## src/rtl/pipe_scoreboard_if.sv

```systemverilog
// rtl/pipe_scoreboard_if.sv - ID-stage issue, control and forwarding bundle for pipe_scoreboard
interface pipe_scoreboard_if #(
  parameter int REG_AW  = 5,
  parameter int SEL_W   = 2,
  parameter int COUNT_W = 16
);
  logic              issue_valid;
  logic [REG_AW-1:0] issue_rs;
  logic [REG_AW-1:0] issue_rt;
  logic              issue_use_rs;
  logic              issue_use_rt;
  logic [REG_AW-1:0] issue_dest;
  logic              issue_wr;
  logic              issue_load;
  logic              branch_taken;
  logic              mem_busy;
  logic              stall_id;
  logic              flush_if_id;
  logic              ex_valid;
  logic [SEL_W-1:0]  fwd_a;
  logic [SEL_W-1:0]  fwd_b;
  logic [COUNT_W-1:0] stall_count;
  logic [COUNT_W-1:0] flush_count;

  modport master (
    output issue_valid, issue_rs, issue_rt, issue_use_rs, issue_use_rt,
    output issue_dest, issue_wr, issue_load, branch_taken, mem_busy,
    input  stall_id, flush_if_id, ex_valid, fwd_a, fwd_b, stall_count, flush_count
  );

  modport slave (
    input  issue_valid, issue_rs, issue_rt, issue_use_rs, issue_use_rt,
    input  issue_dest, issue_wr, issue_load, branch_taken, mem_busy,
    output stall_id, flush_if_id, ex_valid, fwd_a, fwd_b, stall_count, flush_count
  );
endinterface

```

## src/rtl/pipe_scoreboard.sv

```systemverilog
// rtl/pipe_scoreboard.sv - hazard/forwarding scoreboard for the in-order pipeline
module pipe_scoreboard #(
  parameter int REG_AW   = 5,
  parameter int DEPTH    = 3,
  parameter int LOAD_LAT = 1,
  parameter int COUNT_W  = 16,
  parameter int SEL_W    = $clog2(DEPTH + 1)
) (
  input logic              clk,
  input logic              rst,
  pipe_scoreboard_if.slave sb
);
  // Only p=1..DEPTH-1 are held: the writer at p=DEPTH is covered by the write-through register file.
  localparam int NSLOT = DEPTH - 1;

  typedef struct packed {
    logic              valid;
    logic [REG_AW-1:0] dest;
    logic              wr;
    logic              load;
  } entry_t;

  typedef struct packed {
    logic             haz;
    logic [SEL_W-1:0] sel;
  } look_t;

  entry_t [NSLOT-1:0] slot_q, slot_d;
  logic               ex_valid_q, ex_valid_d;
  logic [SEL_W-1:0]   fwd_a_q, fwd_a_d;
  logic [SEL_W-1:0]   fwd_b_q, fwd_b_d;
  logic [COUNT_W-1:0] stall_count_q, stall_count_d;
  logic [COUNT_W-1:0] flush_count_q, flush_count_d;
  look_t              look_a, look_b;
  logic               hazard;
  logic               stall_c, flush_c;

  // Youngest matching writer wins, so the scan runs oldest-to-youngest and keeps the last hit.
  function automatic look_t lookup(input entry_t [NSLOT-1:0] s, input logic use_r,
                                   input logic [REG_AW-1:0] r);
    look_t res;
    res = '0;
    if (use_r && (r != '0)) begin
      for (int p = NSLOT; p >= 1; p--) begin
        if (s[p-1].valid && s[p-1].wr && (s[p-1].dest == r)) begin
          res.sel = SEL_W'(p + 1);
          res.haz = s[p-1].load && ((p + 1) < (2 + LOAD_LAT));
        end
      end
    end
    return res;
  endfunction

  always_comb begin
    look_a        = lookup(slot_q, sb.issue_use_rs, sb.issue_rs);
    look_b        = lookup(slot_q, sb.issue_use_rt, sb.issue_rt);
    hazard        = sb.issue_valid && (look_a.haz || look_b.haz);
    slot_d        = slot_q;
    ex_valid_d    = ex_valid_q;
    fwd_a_d       = fwd_a_q;
    fwd_b_d       = fwd_b_q;
    stall_count_d = stall_count_q;
    flush_count_d = flush_count_q;
    stall_c       = 1'b0;
    flush_c       = 1'b0;

    if (sb.mem_busy) begin
      stall_c = 1'b1;
    end else begin
      for (int i = NSLOT - 1; i > 0; i--) begin
        slot_d[i] = slot_q[i-1];
      end
      slot_d[0] = '0;
      if (sb.branch_taken) begin
        flush_c    = 1'b1;
        ex_valid_d = 1'b0;
        fwd_a_d    = '0;
        fwd_b_d    = '0;
        if (flush_count_q != '1) flush_count_d = flush_count_q + COUNT_W'(1);
      end else if (hazard) begin
        stall_c    = 1'b1;
        ex_valid_d = 1'b0;
        fwd_a_d    = '0;
        fwd_b_d    = '0;
        if (stall_count_q != '1) stall_count_d = stall_count_q + COUNT_W'(1);
      end else begin
        if (sb.issue_valid) begin
          slot_d[0].valid = 1'b1;
          slot_d[0].dest  = sb.issue_dest;
          slot_d[0].wr    = sb.issue_wr && (sb.issue_dest != '0);
          slot_d[0].load  = sb.issue_load;
        end
        ex_valid_d = sb.issue_valid;
        fwd_a_d    = sb.issue_valid ? look_a.sel : '0;
        fwd_b_d    = sb.issue_valid ? look_b.sel : '0;
      end
    end
  end

  always_ff @(posedge clk or negedge rst) begin
    if (!rst) begin
      slot_q        <= '0;
      ex_valid_q    <= 1'b0;
      fwd_a_q       <= '0;
      fwd_b_q       <= '0;
      stall_count_q <= '0;
      flush_count_q <= '0;
    end else begin
      slot_q        <= slot_d;
      ex_valid_q    <= ex_valid_d;
      fwd_a_q       <= fwd_a_d;
      fwd_b_q       <= fwd_b_d;
      stall_count_q <= stall_count_d;
      flush_count_q <= flush_count_d;
    end
  end

  // While reset is held every output reads 0, including the combinational controls.
  assign sb.stall_id    = rst && stall_c;
  assign sb.flush_if_id = rst && flush_c;
  assign sb.ex_valid    = ex_valid_q;
  assign sb.fwd_a       = fwd_a_q;
  assign sb.fwd_b       = fwd_b_q;
  assign sb.stall_count = stall_count_q;
  assign sb.flush_count = flush_count_q;
endmodule

```

## src/flat_wrapper.sv

```systemverilog
// flat-port wrapper written by rule: the top's interface ports become plain ports
module pipe_scoreboard_flat 
#(
  parameter int REG_AW   = 5,
  parameter int DEPTH    = 3,
  parameter int LOAD_LAT = 1,
  parameter int COUNT_W  = 16,
  parameter int SEL_W    = $clog2(DEPTH + 1)
)
  (clk, rst, sb_issue_valid, sb_issue_rs, sb_issue_rt, sb_issue_use_rs, sb_issue_use_rt, sb_issue_dest, sb_issue_wr, sb_issue_load, sb_branch_taken, sb_mem_busy, sb_stall_id, sb_flush_if_id, sb_ex_valid, sb_fwd_a, sb_fwd_b, sb_stall_count, sb_flush_count);
  pipe_scoreboard_if #(.REG_AW(REG_AW), .SEL_W(SEL_W), .COUNT_W(COUNT_W)) sb_i ();
  input logic clk;
  input logic rst;
  input wire logic [$bits(sb_i.issue_valid)-1:0] sb_issue_valid;
  input wire logic [$bits(sb_i.issue_rs)-1:0] sb_issue_rs;
  input wire logic [$bits(sb_i.issue_rt)-1:0] sb_issue_rt;
  input wire logic [$bits(sb_i.issue_use_rs)-1:0] sb_issue_use_rs;
  input wire logic [$bits(sb_i.issue_use_rt)-1:0] sb_issue_use_rt;
  input wire logic [$bits(sb_i.issue_dest)-1:0] sb_issue_dest;
  input wire logic [$bits(sb_i.issue_wr)-1:0] sb_issue_wr;
  input wire logic [$bits(sb_i.issue_load)-1:0] sb_issue_load;
  input wire logic [$bits(sb_i.branch_taken)-1:0] sb_branch_taken;
  input wire logic [$bits(sb_i.mem_busy)-1:0] sb_mem_busy;
  output wire logic [$bits(sb_i.stall_id)-1:0] sb_stall_id;
  output wire logic [$bits(sb_i.flush_if_id)-1:0] sb_flush_if_id;
  output wire logic [$bits(sb_i.ex_valid)-1:0] sb_ex_valid;
  output wire logic [$bits(sb_i.fwd_a)-1:0] sb_fwd_a;
  output wire logic [$bits(sb_i.fwd_b)-1:0] sb_fwd_b;
  output wire logic [$bits(sb_i.stall_count)-1:0] sb_stall_count;
  output wire logic [$bits(sb_i.flush_count)-1:0] sb_flush_count;
  assign sb_i.issue_valid = sb_issue_valid;
  assign sb_i.issue_rs = sb_issue_rs;
  assign sb_i.issue_rt = sb_issue_rt;
  assign sb_i.issue_use_rs = sb_issue_use_rs;
  assign sb_i.issue_use_rt = sb_issue_use_rt;
  assign sb_i.issue_dest = sb_issue_dest;
  assign sb_i.issue_wr = sb_issue_wr;
  assign sb_i.issue_load = sb_issue_load;
  assign sb_i.branch_taken = sb_branch_taken;
  assign sb_i.mem_busy = sb_mem_busy;
  assign sb_stall_id = sb_i.stall_id;
  assign sb_flush_if_id = sb_i.flush_if_id;
  assign sb_ex_valid = sb_i.ex_valid;
  assign sb_fwd_a = sb_i.fwd_a;
  assign sb_fwd_b = sb_i.fwd_b;
  assign sb_stall_count = sb_i.stall_count;
  assign sb_flush_count = sb_i.flush_count;
  pipe_scoreboard #(.REG_AW(REG_AW), .DEPTH(DEPTH), .LOAD_LAT(LOAD_LAT), .COUNT_W(COUNT_W), .SEL_W(SEL_W)) u_core (.clk(clk), .rst(rst), .sb(sb_i));
endmodule
```

## config.mk

```make
export PLATFORM = sky130hd
export DESIGN_NAME = pipe_scoreboard_flat
export DESIGN_NICKNAME = d
export VERILOG_FILES = /design/src/rtl/pipe_scoreboard_if.sv /design/src/rtl/pipe_scoreboard.sv /design/src/flat_wrapper.sv
export SDC_FILE = /design/constraint.sdc
export NUM_CORES = 1
export LEC_CHECK = 0
export BUFFER_PORTS_ARGS = -buffer_cell sky130_fd_sc_hd__clkbuf_2
export CAP_MARGIN = 20
export CORE_UTILIZATION = 53
export DETAILED_ROUTE_END_ITERATION = 10
export PLACE_DENSITY = 0.79
export SYNTH_ARGS = -nofsm -noshare
export SYNTH_HDL_FRONTEND = slang
export SYNTH_SLANG_ARGS = --single-unit
```

## constraint.sdc

```tcl
create_clock -name clk -period 2.85 [get_ports clk]
set_clock_uncertainty 0.15 [all_clocks]
set_input_delay 0.57 -clock clk [delete_from_list [all_inputs] [get_ports clk]]
set_output_delay 0.57 -clock clk [all_outputs]
set_load 0.03 [all_outputs]
```

==> impl_results.md <==
* Result of the run: complete, but fails checks
* Violations in the final reports: setup timing
* Leakage at 1.53 nW
* Number of global-route vias before repair at 1,970
* Die span in y at 72.0 µm
* H-tree levels at 2
* Overall power of the completed layout at 1.66 mW
* Post-layout nets at 339
* Wire length per cell after detailed routing at 15.0 µm
* Post-synthesis cell type count at 42
* Maximum number of pins on one net before global-route repair at 29
* Synthesized area per cell at 11.1 µm²
* Total global routing overflow at 0
* Count of fill cells added during filler insertion at 357
* Achievable frequency at 350 MHz
* Post-route setup TNS at -0.00885 ns
* Clock transition at path regs at 0.09 ns
* Sum of routed wire length over all layers at 5.70 mm
* Num ports at 63
* Unrepaired setup endpoints after global routing: yes
* Startpoint types: flip-flop
* Total power density per cell area at 517 nW/µm²
* Kind of end point of the critical path: output port
* TritonCTS clock tree: done
* Floorplan die area at 5180 µm²
* Share of synthesized registers carrying an async set or reset at 100%
* Placed cell area at 3040 µm²
* Largest fanout on the critical path at 3
* Placed cell count at 368
* Share of the clock period used by the worst path at 100%
* Routability congestion estimate from global placement at 0.897
* Hold crit path type: flip-flop to flip-flop
* Gate count after technology mapping at 233
* Number of buffers between clock root and the deepest sink at 2
* Clock latency of the later-clocked register in the worst-skew pair at 0.30 ns
* Most used flip-flop cell after synthesis: dfrtp_1
* Worst-case headroom to the max-slew limit at 64.5%
* Summed instance area of the synthesized netlist at 2590 µm²
* Remaining design rule violation count at 0
* Detailed router's first-iteration violation count at 95
* Maximum vdd ir drop at 584 µV
* Starting density of the core at 54.9%
* Number of warning messages in the yosys log at 0
* Hold Worst Slack at 0.336 ns
* Synthesized net count at 259
* Count of clock tree sinks at 51
* Hpwl dp at 4.07 mm
* Synthesis-stage register bit count at 51
* Number of max-slew violations in the final report at 0
* Number of cells in the finished layout apart from fillers at 380
* Critical path data arrival time at 2.14 ns
* Average via count per standard cell at 5.47
* Required arrival time at the worst endpoint at 2.13 ns
* Slew at the pin closest to its max-slew limit at 0.533 ns
* Antenna violations before repair at 0
* Num CTS Buffers at 5
* Count of final hold-check violations at 0
* EDFF count, synth at 0
* Diode insertion count for antenna repair at 0
* # Max-Cap Violations at 0
* Number of vias in the routed layout at 2,077
* Worst slack at placement at 0.00835 ns
* Share of layout cells above drive strength 1 at 32.9%
* Area of all placed cells without fillers at 3210 µm²
* First-pass GRT wire length at 9.29 mm
* Type of the worst setup path: flip-flop to output port
* Area Growth Syn to Fin at 23.7%
* Final Worst Setup Slack at -0.00885 ns
* Core occupancy in the finished layout at 67.9%
* Aggregate global-route resource usage at 23.4%
* Standard-cell rows at 25
* Minimum period implied by the final worst setup slack at 2.86 ns
* DRT Pass-1 Iters at 4
* Standard cell core area at 4720 µm²
* Setup violation total in the final timing report at 1
* Floorplan die width at 72.0 µm
* Number of input and output port buffers inserted at 62
* Share of synthesized area occupied by flip-flops and latches at 49.2%
* Antenna-violating nets left at 0
* Clock tree root buffer cell: clkbuf_8
routing by layer:
metal,track usage (%),wire (µm),up-vias
li1,-,-,993
met1,31.6,2550,1006
met2,37.7,2800,67
met3,5.42,229,11
met4,7.84,112,0
met5,0,0,-
cell families after synthesis:
family | after synthesis | synth area share (%)
buf+inv | 7 | 1.35
flops | 51 | 49.2
compound gates | 22 | 7.47
xor+xnor | 47 | 15.9
simple gates | 94 | 20.8
fa+ha+maj | 2 | 0.964
mux | 10 | 4.34
sequential cells by signal (all words and copies together) (netlist names):
name and flops:
u_core.sb.fwd_a 2, u_core.slot_q 15, u_core.sb.flush_count 16, u_core.sb.stall_count 16, u_core.sb.fwd_b 2
path summary, 6_finish.rpt:
kind | startpoint | endpoint | slack (ns) | depth (start not counted)
worst min-delay path | u_core.sb.fwd_b[0] | u_core.sb.fwd_b[0] | 0.34 | 2
max in group asynchronous | rst | u_core.slot_q[6] | 1.45 | 3
min in group asynchronous | rst | u_core.sb.stall_count[6] | 0.48 | 2
worst min register to register | u_core.sb.fwd_b[0] | u_core.sb.fwd_b[0] | 0.34 | 2
worst max-delay path | u_core.slot_q[2] | sb_stall_id | -0.009 | 7
worst max register to register | u_core.slot_q[2] | u_core.sb.stall_count[1] | 0.55 | 7
worst max-delay path, stage by stage (launching register included):
cell      delay, ns
dfrtp_2        0.46
xnor2_2        0.13
nand4_1        0.15
or4_4          0.46
a21boi_4       0.18
a31oi_1        0.10
nor2b_1        0.17
buf_4          0.19
cells in the mapped netlist (all sizes together) (2+ instances only):
library cell | instances | share of area, %
dfrtp | 51 | 49
xnor2 | 37 | 12
nand2 | 20 | 3.0
nand3 | 18 | 3.7
and3 | 13 | 3.1
nand4 | 12 | 3.1
mux2 | 10 | 4.3
xor2 | 10 | 3.4
a22o | 6 | 2.0
nor2 | 6 | 0.87
nor3 | 5 | 0.96
and2 | 4 | 0.96
o21ai | 4 | 0.77
o31ai | 4 | 1.2
or4 | 4 | 1.3
inv | 3 | 0.43
nand2b | 3 | 1.0
nor2b | 3 | 0.82
a31oi | 2 | 0.48
and4 | 2 | 0.68
buf | 2 | 0.63
clkbuf | 2 | 0.29
ha | 2 | 0.96
o31a | 2 | 0.68
repair_timing:
item	CTS	global route
hold endpoints to repair	4	0
setup buffers	4	0
pin swaps	1	1
gates resized for setup	3	4
hold buffers	1	0
setup endpoints to repair	1	1
power breakdown:
group / leakage (nW) / total, mW / switching, mW / internal, mW
sequential: 0.692 / 0.848 / 0.0701 / 0.778
combinational: 0.792 / 0.323 / 0.195 / 0.128
clock: 0.0513 / 0.490 / 0.232 / 0.258
total: 1.53 / 1.66 / 0.497 / 1.16
layout make-up:
| type | count | area, µm² | share of cell area [%] |
|---|---|---|---|
| Timing Repair Buffer | 77 | 428 | 13.3 |
| Tap cell | 67 | 83.8 | 2.61 |
| Clock buffer | 6 | 72.6 | 2.26 |
| Inverter | 3 | 11.3 | 0.351 |
| Sequential cell | 51 | 1280 | 39.8 |
| Multi-Input combinational cell | 175 | 1310 | 40.7 |
| Clock inverter | 1 | 30.0 | 0.936 |
cells in the final DEF, fill, tap and decap left out, types with 2 or more instances in the layout:
cell,count
a22o_1,6
mux2_2,8
o21ai_1,2
buf_4,15
o21ai_0,2
nand3_1,17
clkbuf_2,61
dfrtp_1,49
xnor2_2,2
nor2_1,6
and3_1,13
o31ai_1,4
ha_1,2
dfrtp_2,2
nand2b_1,2
nor2b_1,2
o31a_1,2
or4_1,3
a31oi_1,2
xnor2_1,35
xor2_1,10
nand4_1,11
mux2_1,2
inv_1,3
clkbuf_8,5
nor3_1,5
and4_1,2
nand2_1,19
and2_1,3
No activity file was read; power rests on OpenSTA's default activity.
